<file path="src/rtl/tone_pkg.sv">
// Shared types and constants for the tone sequencer.
// States plus 50 MHz phase increments for one octave.
package tone_pkg;

  typedef enum logic [1:0] {
    IDLE = 2'd0,
    PLAY = 2'd1,
    GAP  = 2'd2
  } state_t;

  localparam logic [31:0] NOTE_C4   = 32'd22474;
  localparam logic [31:0] NOTE_D4   = 32'd25225;
  localparam logic [31:0] NOTE_E4   = 32'd28315;
  localparam logic [31:0] NOTE_F4   = 32'd29999;
  localparam logic [31:0] NOTE_G4   = 32'd33673;
  localparam logic [31:0] NOTE_A4   = 32'd37796;
  localparam logic [31:0] NOTE_B4   = 32'd42424;
  localparam logic [31:0] NOTE_C5   = 32'd44948;
  localparam logic [31:0] NOTE_REST = 32'd0;

  // A zero increment is a rest: the buzzer stays gated off.
  function automatic logic is_tone(input logic [31:0] p);
    return p != NOTE_REST;
  endfunction

endpackage

</file>
<file path="src/rtl/tone_rom.sv">
// Melody table: 4-bit note index to 32-bit phase increment.
// Ports: i_idx (note index), o_data (increment, 0 = rest).
module tone_rom
  import tone_pkg::*;
#(
  parameter int unsigned NUM_NOTES = 8,
  parameter logic [15:0] REST_MASK = 16'h0000
) (
  input  logic [3:0]  i_idx,
  output logic [31:0] o_data
);

  localparam logic [4:0] NN = 5'(NUM_NOTES);

  logic [31:0] w_raw;
  logic        w_mute;

  always_comb begin
    w_raw = NOTE_REST;
    unique case (i_idx)
      4'd0:    w_raw = NOTE_C4;
      4'd1:    w_raw = NOTE_D4;
      4'd2:    w_raw = NOTE_E4;
      4'd3:    w_raw = NOTE_F4;
      4'd4:    w_raw = NOTE_G4;
      4'd5:    w_raw = NOTE_A4;
      4'd6:    w_raw = NOTE_B4;
      4'd7:    w_raw = NOTE_C5;
      default: w_raw = NOTE_REST;
    endcase
  end

  // Entries beyond the melody length, or masked, read as rests.
  assign w_mute = ({1'b0, i_idx} >= NN) || REST_MASK[i_idx];
  assign o_data = w_mute ? NOTE_REST : w_raw;

endmodule

</file>
<file path="src/rtl/tone_sequencer.sv">
// Steps a melody table and feeds period/duty words to the PWM.
// Ports: clk, rst (async high), start, stop in; period, duty,
// tone_en, busy, done, note_idx out. Option: TONE_SEQ_LOOP_EN
// makes playback repeat until stop/rst.
module tone_sequencer
  import tone_pkg::*;
#(
  parameter int unsigned NOTE_TICKS = 12_500_000,
  parameter int unsigned GAP_TICKS  = 1_250_000,
  parameter int unsigned NUM_NOTES  = 8,
  parameter logic [31:0] DUTY_WORD  = 32'h8000_0000,
  parameter logic [15:0] REST_MASK  = 16'h0000
) (
  input  logic        clk,
  input  logic        rst,
  input  logic        start,
  input  logic        stop,
  output logic [31:0] period,
  output logic [31:0] duty,
  output logic        tone_en,
  output logic        busy,
  output logic        done,
  output logic [3:0]  note_idx
);

  localparam logic [31:0] NT_LAST = 32'(NOTE_TICKS - 1);
  localparam logic [31:0] GT_LAST =
    (GAP_TICKS > 0) ? 32'(GAP_TICKS - 1) : 32'd0;
  localparam logic [3:0]  LAST_IDX = 4'(NUM_NOTES - 1);
  localparam bit          HAS_GAP  = (GAP_TICKS > 0);

  state_t      r_state, w_state;
  logic [31:0] r_timer, w_timer;
  logic [31:0] r_period, w_period;
  logic [31:0] r_duty, w_duty;
  logic        r_tone_en, w_tone_en;
  logic        r_busy, w_busy;
  logic        r_done, w_done;
  logic [3:0]  r_note_idx, w_note_idx;
  logic        w_adv;
  logic        w_last;
  logic [3:0]  w_rom_addr;
  logic [31:0] w_rom_data;

  assign w_last = (r_note_idx == LAST_IDX);

  // The ROM always presents the entry that would be loaded next.
  assign w_rom_addr = (r_state == IDLE || w_last) ?
                      4'd0 : r_note_idx + 4'd1;

  tone_rom #(
    .NUM_NOTES (NUM_NOTES),
    .REST_MASK (REST_MASK)
  ) u_rom (
    .i_idx  (w_rom_addr),
    .o_data (w_rom_data)
  );

  always_ff @(posedge clk or posedge rst) begin
    if (rst) begin
      r_state    <= IDLE;
      r_timer    <= '0;
      r_period   <= '0;
      r_duty     <= '0;
      r_tone_en  <= 1'b0;
      r_busy     <= 1'b0;
      r_done     <= 1'b0;
      r_note_idx <= '0;
    end else begin
      r_state    <= w_state;
      r_timer    <= w_timer;
      r_period   <= w_period;
      r_duty     <= w_duty;
      r_tone_en  <= w_tone_en;
      r_busy     <= w_busy;
      r_done     <= w_done;
      r_note_idx <= w_note_idx;
    end
  end

  always_comb begin
    w_state    = r_state;
    w_timer    = r_timer;
    w_period   = r_period;
    w_duty     = r_duty;
    w_tone_en  = r_tone_en;
    w_busy     = r_busy;
    w_done     = 1'b0;
    w_note_idx = r_note_idx;
    w_adv      = 1'b0;
    if (stop) begin
      w_state    = IDLE;
      w_timer    = '0;
      w_period   = '0;
      w_duty     = '0;
      w_tone_en  = 1'b0;
      w_busy     = 1'b0;
      w_note_idx = '0;
    end else begin
      unique case (r_state)
        IDLE: begin
          if (start) begin
            w_state    = PLAY;
            w_timer    = '0;
            w_note_idx = '0;
            w_period   = w_rom_data;
            w_duty     = DUTY_WORD;
            w_tone_en  = is_tone(w_rom_data);
            w_busy     = 1'b1;
          end
        end
        PLAY: begin
          if (r_timer == NT_LAST) begin
            w_timer   = '0;
            w_tone_en = 1'b0;
            if (HAS_GAP) w_state = GAP;
            else         w_adv   = 1'b1;
          end else begin
            w_timer = r_timer + 32'd1;
          end
        end
        GAP: begin
          if (r_timer == GT_LAST) begin
            w_timer = '0;
            w_adv   = 1'b1;
          end else begin
            w_timer = r_timer + 32'd1;
          end
        end
        default: w_state = IDLE;
      endcase

      if (w_adv) begin
        if (w_last) begin
          w_done = 1'b1;
`ifdef TONE_SEQ_LOOP_EN
          w_state    = PLAY;
          w_note_idx = '0;
          w_period   = w_rom_data;
          w_duty     = DUTY_WORD;
          w_tone_en  = is_tone(w_rom_data);
`else
          w_state    = IDLE;
          w_busy     = 1'b0;
          w_period   = '0;
          w_duty     = '0;
          w_tone_en  = 1'b0;
          w_note_idx = '0;
`endif
        end else begin
          w_state    = PLAY;
          w_note_idx = r_note_idx + 4'd1;
          w_period   = w_rom_data;
          w_duty     = DUTY_WORD;
          w_tone_en  = is_tone(w_rom_data);
        end
      end
    end
  end

  assign period   = r_period;
  assign duty     = r_duty;
  assign tone_en  = r_tone_en;
  assign busy     = r_busy;
  assign done     = r_done;
  assign note_idx = r_note_idx;

endmodule

</file>
<file path="config.mk">
export PLATFORM = sky130hd
export DESIGN_NAME = tone_sequencer
export DESIGN_NICKNAME = d
export VERILOG_FILES = /design/src/rtl/tone_pkg.sv /design/src/rtl/tone_rom.sv /design/src/rtl/tone_sequencer.sv
export SDC_FILE = /design/constraint.sdc
export NUM_CORES = 1
export LEC_CHECK = 0
export ABC_AREA = 1
export CORE_MARGIN = 5
export CORE_UTILIZATION = 30
export CTS_BUF_LIST = sky130_fd_sc_hd__clkbuf_4
export DETAILED_ROUTE_END_ITERATION = 10
export SLEW_MARGIN = 10
export SYNTH_ARGS = -nofsm -noshare
export SYNTH_HDL_FRONTEND = slang
export SYNTH_HIERARCHICAL = 1
export SYNTH_SLANG_ARGS = --single-unit
export TNS_END_PERCENT = 5
</file>
<file path="constraint.sdc">
create_clock -name clk -period 2.73 [get_ports clk]
set_input_delay 0.4095 -clock clk [delete_from_list [all_inputs] [get_ports clk]]
set_output_delay 0.4095 -clock clk [all_outputs]
set_load 0.03 [all_outputs]
</file>
==> key figures, run 1 <==
STA
  – RSZ-0062 raised after global routing: false
  – Min Clock Period, post-route: 2.52 ns
  – Finish-stage setup viols: 0
  – Final hold violation count: 0
  – Pins Over Slew Limit: 0
  – Max_slew headroom: 0.592
  – Least-Margin Pin Slew: 0.610 ns
  – Setup TNS: 0 ns
  – F_max: 397 MHz
  – Crit share post-route: 0.924
  – Clk_skew: 0.0216 ns

Global routing
  – First-pass GRT wire length: 21.6 mm
  – Grt met2 use: 0.209
  – GR Util met3: 0.0532
  – GRT Overall Usage: 0.135
  – Initial antenna violation count: 1
  – GR peak layer: met2
  – Vias in the first global route: 4406
  – Grt met1 use: 0.175
  – Largest net degree at the start of global routing: 56
  – Grt total ovfl: 0

Floorplan
  – Die Area: 19500 sq um
  – Io pins: 75
  – Row cnt: 47
  – Placeable core area: 16500 sq um
  – Initial core utilization: 0.305
  – Die width: 140 um
  – Chip height: 140 um

CTS
  – Clock root cell: clkbuf_4
  – H-tree levels: 3
  – CTS tree: built
  – Num CTS Buffers: 9
  – TritonCTS Sinks: 74
  – Clock slew at reported path FFs: 0.14 ns
  – Hold_buf cts: 0
  – CTS Buffer Depth: 2
  – Clk_lat worst skew: 0.47 ns

Synthesis
  – Cell area after synthesis: 5040 sq um
  – Synth warnings: 6
  – Count of different cell masters after synthesis: 35
  – Post-synth EDFFs: 0
  – Avg Cell Area, Syn: 6.91 sq um
  – Flops & latches, synth: 74
  – Seq/Total Area, Yosys: 0.367
  – Synth Instances: 730
  – Synth Flop Type: dfrtp_1
  – Post-synth ARST share: 1.00

Route
  – Pre-Repair DR Iteration Count: 5
  – Initial DRC count: 210
  – Routed Antenna Nets: 0
  – Routed WL per cell: 12.6 um
  – DRC errors left: 0
  – Drt via density: 4.40
  – Routed via count: 4430
  – Total Wirelength: 12.7 mm

Placement
  – IO Port Bufs: 43
  – Dpl hpwl: 9.56 mm
  – Placed cell area: 5560 sq um
  – Placed cell count: 987
  – Final GP Congestion: 0.905

Critical path
  – CP Capture Type: register
  – Crit start category: register
  – Worst Path Required: 3.11 ns
  – CP Class: register to register
  – Critical path data arrival time: 2.90 ns
  – Maximum fanout along the worst path: 4

Cells and area
  – Fin nets: 797
  – Area Overhead vs Synth: 13.7%
  – Design Area, Final: 5740 sq um
  – Ratio of cells with drive above 1 in the final layout: 0.0814
  – Fin cells: 1007

Outcome
  – Status: finished clean

Power
  – Pwr per Cell Area: 606 nW/um^2
  – Total power: 3.48 mW
  – Max VDD drop: 0.493 mV
  – Static leakage: 2.61 nW

Hold path
  – Hold Crit Class: primary input to async pin

Flow run
  – Max cap viols: 0
## report_power, final
part | internal [mW] | leakage (nW) | total, mW | switching, mW
combinational | 0.482 | 1.54 | 1.44 | 0.960
sequential | 1.22 | 0.996 | 1.30 | 0.0781
clock | 0.286 | 0.0785 | 0.736 | 0.449
total | 1.99 | 2.61 | 3.48 | 1.49
## worst max-delay path: stages, from the launching register on
cell	delay (ns)
dfrtp_1	0.40
ha_1	0.22
nand2_1	0.07
nor2_1	0.06
or2_2	0.31
nor2_1	0.14
inv_1	0.11
ha_1	0.32
nor2_1	0.11
nor2_1	0.07
nor2_1	0.09
nand2_1	0.06
nor2_1	0.12
nand4_1	0.13
nand2_1	0.08
a21oi_1	0.04
nand2_1	0.06
nand2_1	0.05
## cell type report
class / count / area, sq um
antenna: 1 / 2.50
clock buffer: 9 / 67.6
clock inverter: 7 / 77.6
fill: 1787 / 10800
inverter: 86 / 334
multi-input combinational: 550 / 2560
sequential: 74 / 1850
tap: 220 / 275
timing repair buffer: 60 / 571
## sequential cells by signal (all words and copies together) (netlist names)
name	flops
period	32
r_timer	32
note_idx	4
r_state	2
busy	1
done	1
duty	1
tone_en	1
## kinds of logic after synthesis
| group | after synthesis | synth area share |
|---|---|---|
| simple gates | 412 | 0.354 |
| other cells | 2 | 0.00149 |
| fa+ha+maj | 12 | 0.0298 |
| xor+xnor | 10 | 0.0174 |
| buf+inv | 151 | 0.160 |
| flops | 74 | 0.367 |
| compound gates | 69 | 0.0707 |
## synth_stat cells, types with 3 or more instances
master    instances  area [sq um]
a21oi_1          28           140
buf_2             5          25.0
buf_4            49           368
buf_6             3          33.8
clkbuf_1          6          22.5
dfrtp_1          74          1850
ha_1             12           150
inv_1            81           304
nand2_1         202           758
nand2_2          12          75.1
nand3_1          43           215
nand4_1          24           150
nor2_1          101           379
nor2_2            5          31.3
nor3_1           16          80.1
o21ai_0          35           175
xnor2_1           3          26.3
xor2_1            7          61.3
## per-layer routing
layer  vias up  share of wire  wire length, um
li1       2300              -                -
met1      2004           0.46             5870
met2       114           0.45             5770
met3        12          0.072              914
met4         0          0.015              185
met5         -              0                0
## final timing paths
kind | startpoint | to | slack (ns) | cells past startpoint
max in group asynchronous | rst | r_timer[16] | 1.83 | 3
hold reg to reg | period[4] | period[4] | 0.49 | 2
hold / removal | rst | period[25] | 0.24 | 2
setup reg to reg | note_idx[0] | tone_en | 0.21 | 17
min in group clk | period[4] | period[4] | 0.49 | 2
setup / recovery | note_idx[0] | tone_en | 0.21 | 17
## stage by stage
stage	hold slack [ns]	util	setup WS (ns)
after global routing	0.244	0.347	0.000104
after CTS	0.214	0.345	0.182
after detailed placement	0.464	0.337	0.226
after global placement	0.463	0.337	0.299
final	0.245	0.347	0.209
after floorplan	0.475	-	0.143
## placed cells by master (no fill, tap or decap), types with 3 or more instances in the layout
cell type	count
buf_4	16
ha_1	12
nor2_1	100
clkinv_4	3
nand2_1	202
o21ai_0	35
inv_2	3
nand4_1	24
nor2_2	6
dfrtp_1	74
a21oi_1	28
nand3_1	43
inv_6	4
nor3_1	16
nand2_2	12
xnor2_1	3
clkdlybuf4s50_1	43
clkbuf_4	9
conb_1	47
inv_1	80
xor2_1	7
## repair_timing
action | 4_1_cts | 5_1_grt
setup buffers | 0 | 3
resized for setup | 0 | 1
endpoints found under the setup margin | 0 | 1
No activity file was read; power rests on OpenSTA's default activity.
==> run 2: changes to the inputs <==
- ABC_AREA: 1 -> 0
==> run 2 against run 1 <==
Against the previous run: hold slack better by 0.029 ns; sequential cell count stayed put; count of clock-buffer cells in the layout stayed put; die area is 0.78% higher; synthesized area is 0.84% higher; first-iteration DRC count is 6.2% higher; largest cell class unchanged; utilization is 0.32 points higher; clock skew is 0.0046 ns lower.
==> key figures, run 2 <==
Route
  – Routed Antenna Nets: 0 (unchanged)
  – Routed WL per cell: 14.6 um (+16%)
  – Total Wirelength: 11.9 mm (-6.9%)
  – Pre-Repair DR Iteration Count: 5 (unchanged)
  – Drt via density: 4.85 (+10%)
  – DRC errors left: 0 (unchanged)
  – Initial DRC count: 223 (+6.2%)
  – Routed via count: 3937 (-11%)

Placement
  – Dpl hpwl: 8.58 mm (-10%)
  – Placed cell area: 5640 sq um (+1.3%)
  – Dpl ws: 0.133 ns (-0.0928 ns)
  – Final GP Congestion: 0.870 (-3.9%)
  – IO Port Bufs: 43 (unchanged)
  – Placed cell count: 796 (-19%)

Floorplan
  – Io pins: 75 (unchanged)
  – Die Area: 19700 sq um (+0.78%)
  – Row cnt: 47 (unchanged)
  – Die width: 140 um (+0.39%)
  – Initial core utilization: 0.307 (+0.00148)
  – Placeable core area: 16600 sq um (+0.36%)
  – Chip height: 140 um (+0.39%)

Cells and area
  – Area Overhead vs Synth: 14.2%
  – Fin cells: 812 (-19%)
  – Fillcell total: 1683 (-5.8%)
  – Design Area, Final: 5810 sq um (+1.3%)
  – Ratio of cells with drive above 1 in the final layout: 0.154 (+0.0723)
  – Diode count: 0 (-1)
  – Most frequent cells in the layout: inv_1 (82), dfrtp_1 (74), conb_1 (47)
  – Core Util, Final: 0.350 (+0.00322)
  – Most common cell after layout, fill and taps aside: inv_1
  – Fin nets: 603 (-24%)

Power
  – Pwr per Cell Area: 636 nW/um^2 (+4.8%)
  – Max VDD drop: 0.351 mV (-29%)
  – Total power: 3.69 mW (+6.1%)
  – Static leakage: 2.22 nW (-15%)

Synthesis
  – Synth Flop Type: dfrtp_1
  – Cell area after synthesis: 5090 sq um (+0.84%)
  – Post-synth ARST share: 1.00 (unchanged)
  – Synth cell count leaders: inv_1 (83), dfrtp_1 (74), buf_4 (54), nand2_1 (41), o32ai_2 (29)
  – Most frequent cell after synthesis: inv_1
  – Flops & latches, synth: 74 (unchanged)
  – Seq/Total Area, Yosys: 0.364 (-0.00307)
  – Synth Instances: 547 (-25%)
  – Synth warnings: 6 (unchanged)
  – Post-synth EDFFs: 0 (unchanged)
  – Dominant cells by area after synthesis: dfrtp_1 (36%), o32ai_2 (9.3%), buf_4 (8.0%)
  – Count of different cell masters after synthesis: 62 (+77%)
  – Avg Cell Area, Syn: 9.30 sq um (+35%)
  – Post-synth top area cell: dfrtp_1
  – Yosys top cell area share: 0.364 (-0.00307)

Global routing
  – Initial antenna violation count: 0 (-1)
  – Grt met1 use: 0.155 (-0.0205)
  – GR Util met3: 0.0317 (-0.0215)
  – GR peak layer: met2
  – GRT Overall Usage: 0.120 (-0.0152)
  – Largest net degree at the start of global routing: 38 (-32%)
  – Grt total ovfl: 0 (unchanged)
  – Grt met2 use: 0.200 (-0.00931)
  – Vias in the first global route: 3831 (-13%)
  – First-pass GRT wire length: 19.6 mm (-9.0%)

Critical path
  – Maximum fanout along the worst path: 29 (+25)
  – CP delay by family, top: compound AO/OA/AOI/OAI gates
  – Worst Path Buf+Inv: 1 (unchanged)
  – Crit path from: r_timer[0]
  – Critical-path cell list: ha_1 -> and4_1 -> nand2_1 -> o41a_1 -> o21ai_1 -> buf_12 -> o311ai_0
  – Delay of the slowest critical-path stage: 0.56 ns (+0.16 ns)
  – CP Class: register to register
  – Critical path data arrival time: 2.84 ns (-0.06 ns)
  – CP Capture Type: register
  – Worst Path Required: 3.04 ns (-0.07 ns)
  – CP max stage cell: o41a_1
  – Crit start category: register
  – Reg2Reg Launch Point: r_timer[0]

CTS
  – TritonCTS Sinks: 74 (unchanged)
  – CTS tree: built
  – Num CTS Buffers: 9 (unchanged)
  – CTS Buffer Depth: 2 (unchanged)
  – Clock root cell: clkbuf_4
  – Clock slew at reported path FFs: 0.13 ns (about the same)
  – Clk_lat worst skew: 0.45 ns (-0.02 ns)
  – H-tree levels: 3 (unchanged)
  – Hold_buf cts: 0 (unchanged)

STA
  – Pins Over Slew Limit: 0 (unchanged)
  – F_max: 396 MHz (-0.24%)
  – Final hold violation count: 0 (unchanged)
  – Max_slew headroom: 0.639 (+0.0467)
  – Setup TNS: 0 ns (unchanged)
  – Crit share post-route: 0.926 (+0.00226)
  – Clk_skew: 0.0170 ns (-0.00463 ns)
  – RSZ-0062 raised after global routing: false
  – Finish-stage setup viols: 0 (unchanged)
  – Min Clock Period, post-route: 2.53 ns (+0.00618 ns)
  – Worst hold margin: 0.273 ns (+0.0285 ns)
  – Least-Margin Pin Slew: 0.541 ns (-0.0692 ns)
  – Setup ws final: 0.203 ns (-0.00618 ns)

Flow run
  – Max cap viols: 0 (unchanged)

Hold path
  – Hold Crit Class: primary input to async pin

Outcome
  – Status: finished clean
-- run 2: cell count changes after synthesis, moves of 16 or more --
cell | previous run | this run
nand2_1 | 202 | 41
nand3_1 | 43 | 15
nor2_1 | 101 | 7
nand4_1 | 24 | 8
nor4_1 | 1 | 21
o32ai_2 | 0 | 29
o21ai_0 | 35 | 14
-- run 2: kinds of logic after synthesis --
group	after synthesis	synth area share
other cells	2	0.00148
simple gates	168	0.200
compound gates	110	0.202
xor+xnor	12	0.0207
buf+inv	163	0.171
flops	74	0.364
mux	6	0.0118
fa+ha+maj	12	0.0295
-- run 2: where the power goes --
part	internal [mW]	switching [mW]	total, mW	leakage [nW]
combinational	0.579	1.03	1.61	1.14
clock	0.367	0.419	0.786	0.0718
sequential	1.22	0.0774	1.30	1.01
-- run 2: final timing paths --
kind	depth (start not counted)	slack, ns	end
setup / recovery	7	0.20	r_timer[2]
hold / removal	2	0.27	busy
setup reg to reg	7	0.20	r_timer[2]
hold reg to reg	2	0.52	period[29]
max in group asynchronous	3	1.75	r_timer[3]
min in group clk	2	0.52	period[29]
-- run 2: layout make-up --
class	count	area, sq um	area share
clock buffer	9	67.6	0.0116
clock inverter	7	93.8	0.0162
inverter	84	315	0.0543
multi-input combinational	355	2560	0.441
sequential	74	1850	0.319
tap	220	275	0.0474
timing repair buffer	63	643	0.111
-- run 2: worst reg2reg max path: stages, from the launching register on --
cell      delay, ns
dfrtp_1        0.45
ha_1           0.25
and4_1         0.38
nand2_1        0.13
o41a_1         0.56
o21ai_1        0.27
buf_12         0.21
o311ai_0       0.14
-- run 2: routing by layer --
metal | up-vias | part of all wire
met5 | - | 0
met4 | 0 | 0.011
met3 | 9 | 0.054
met2 | 103 | 0.49
met1 | 1906 | 0.44
li1 | 1919 | -
-- run 2: timing repair --
item / 4_1_cts / 5_1_grt
buffers inserted: 0 / 0
gates resized for setup: 0 / 3
setup endpoints to repair: 0 / 1
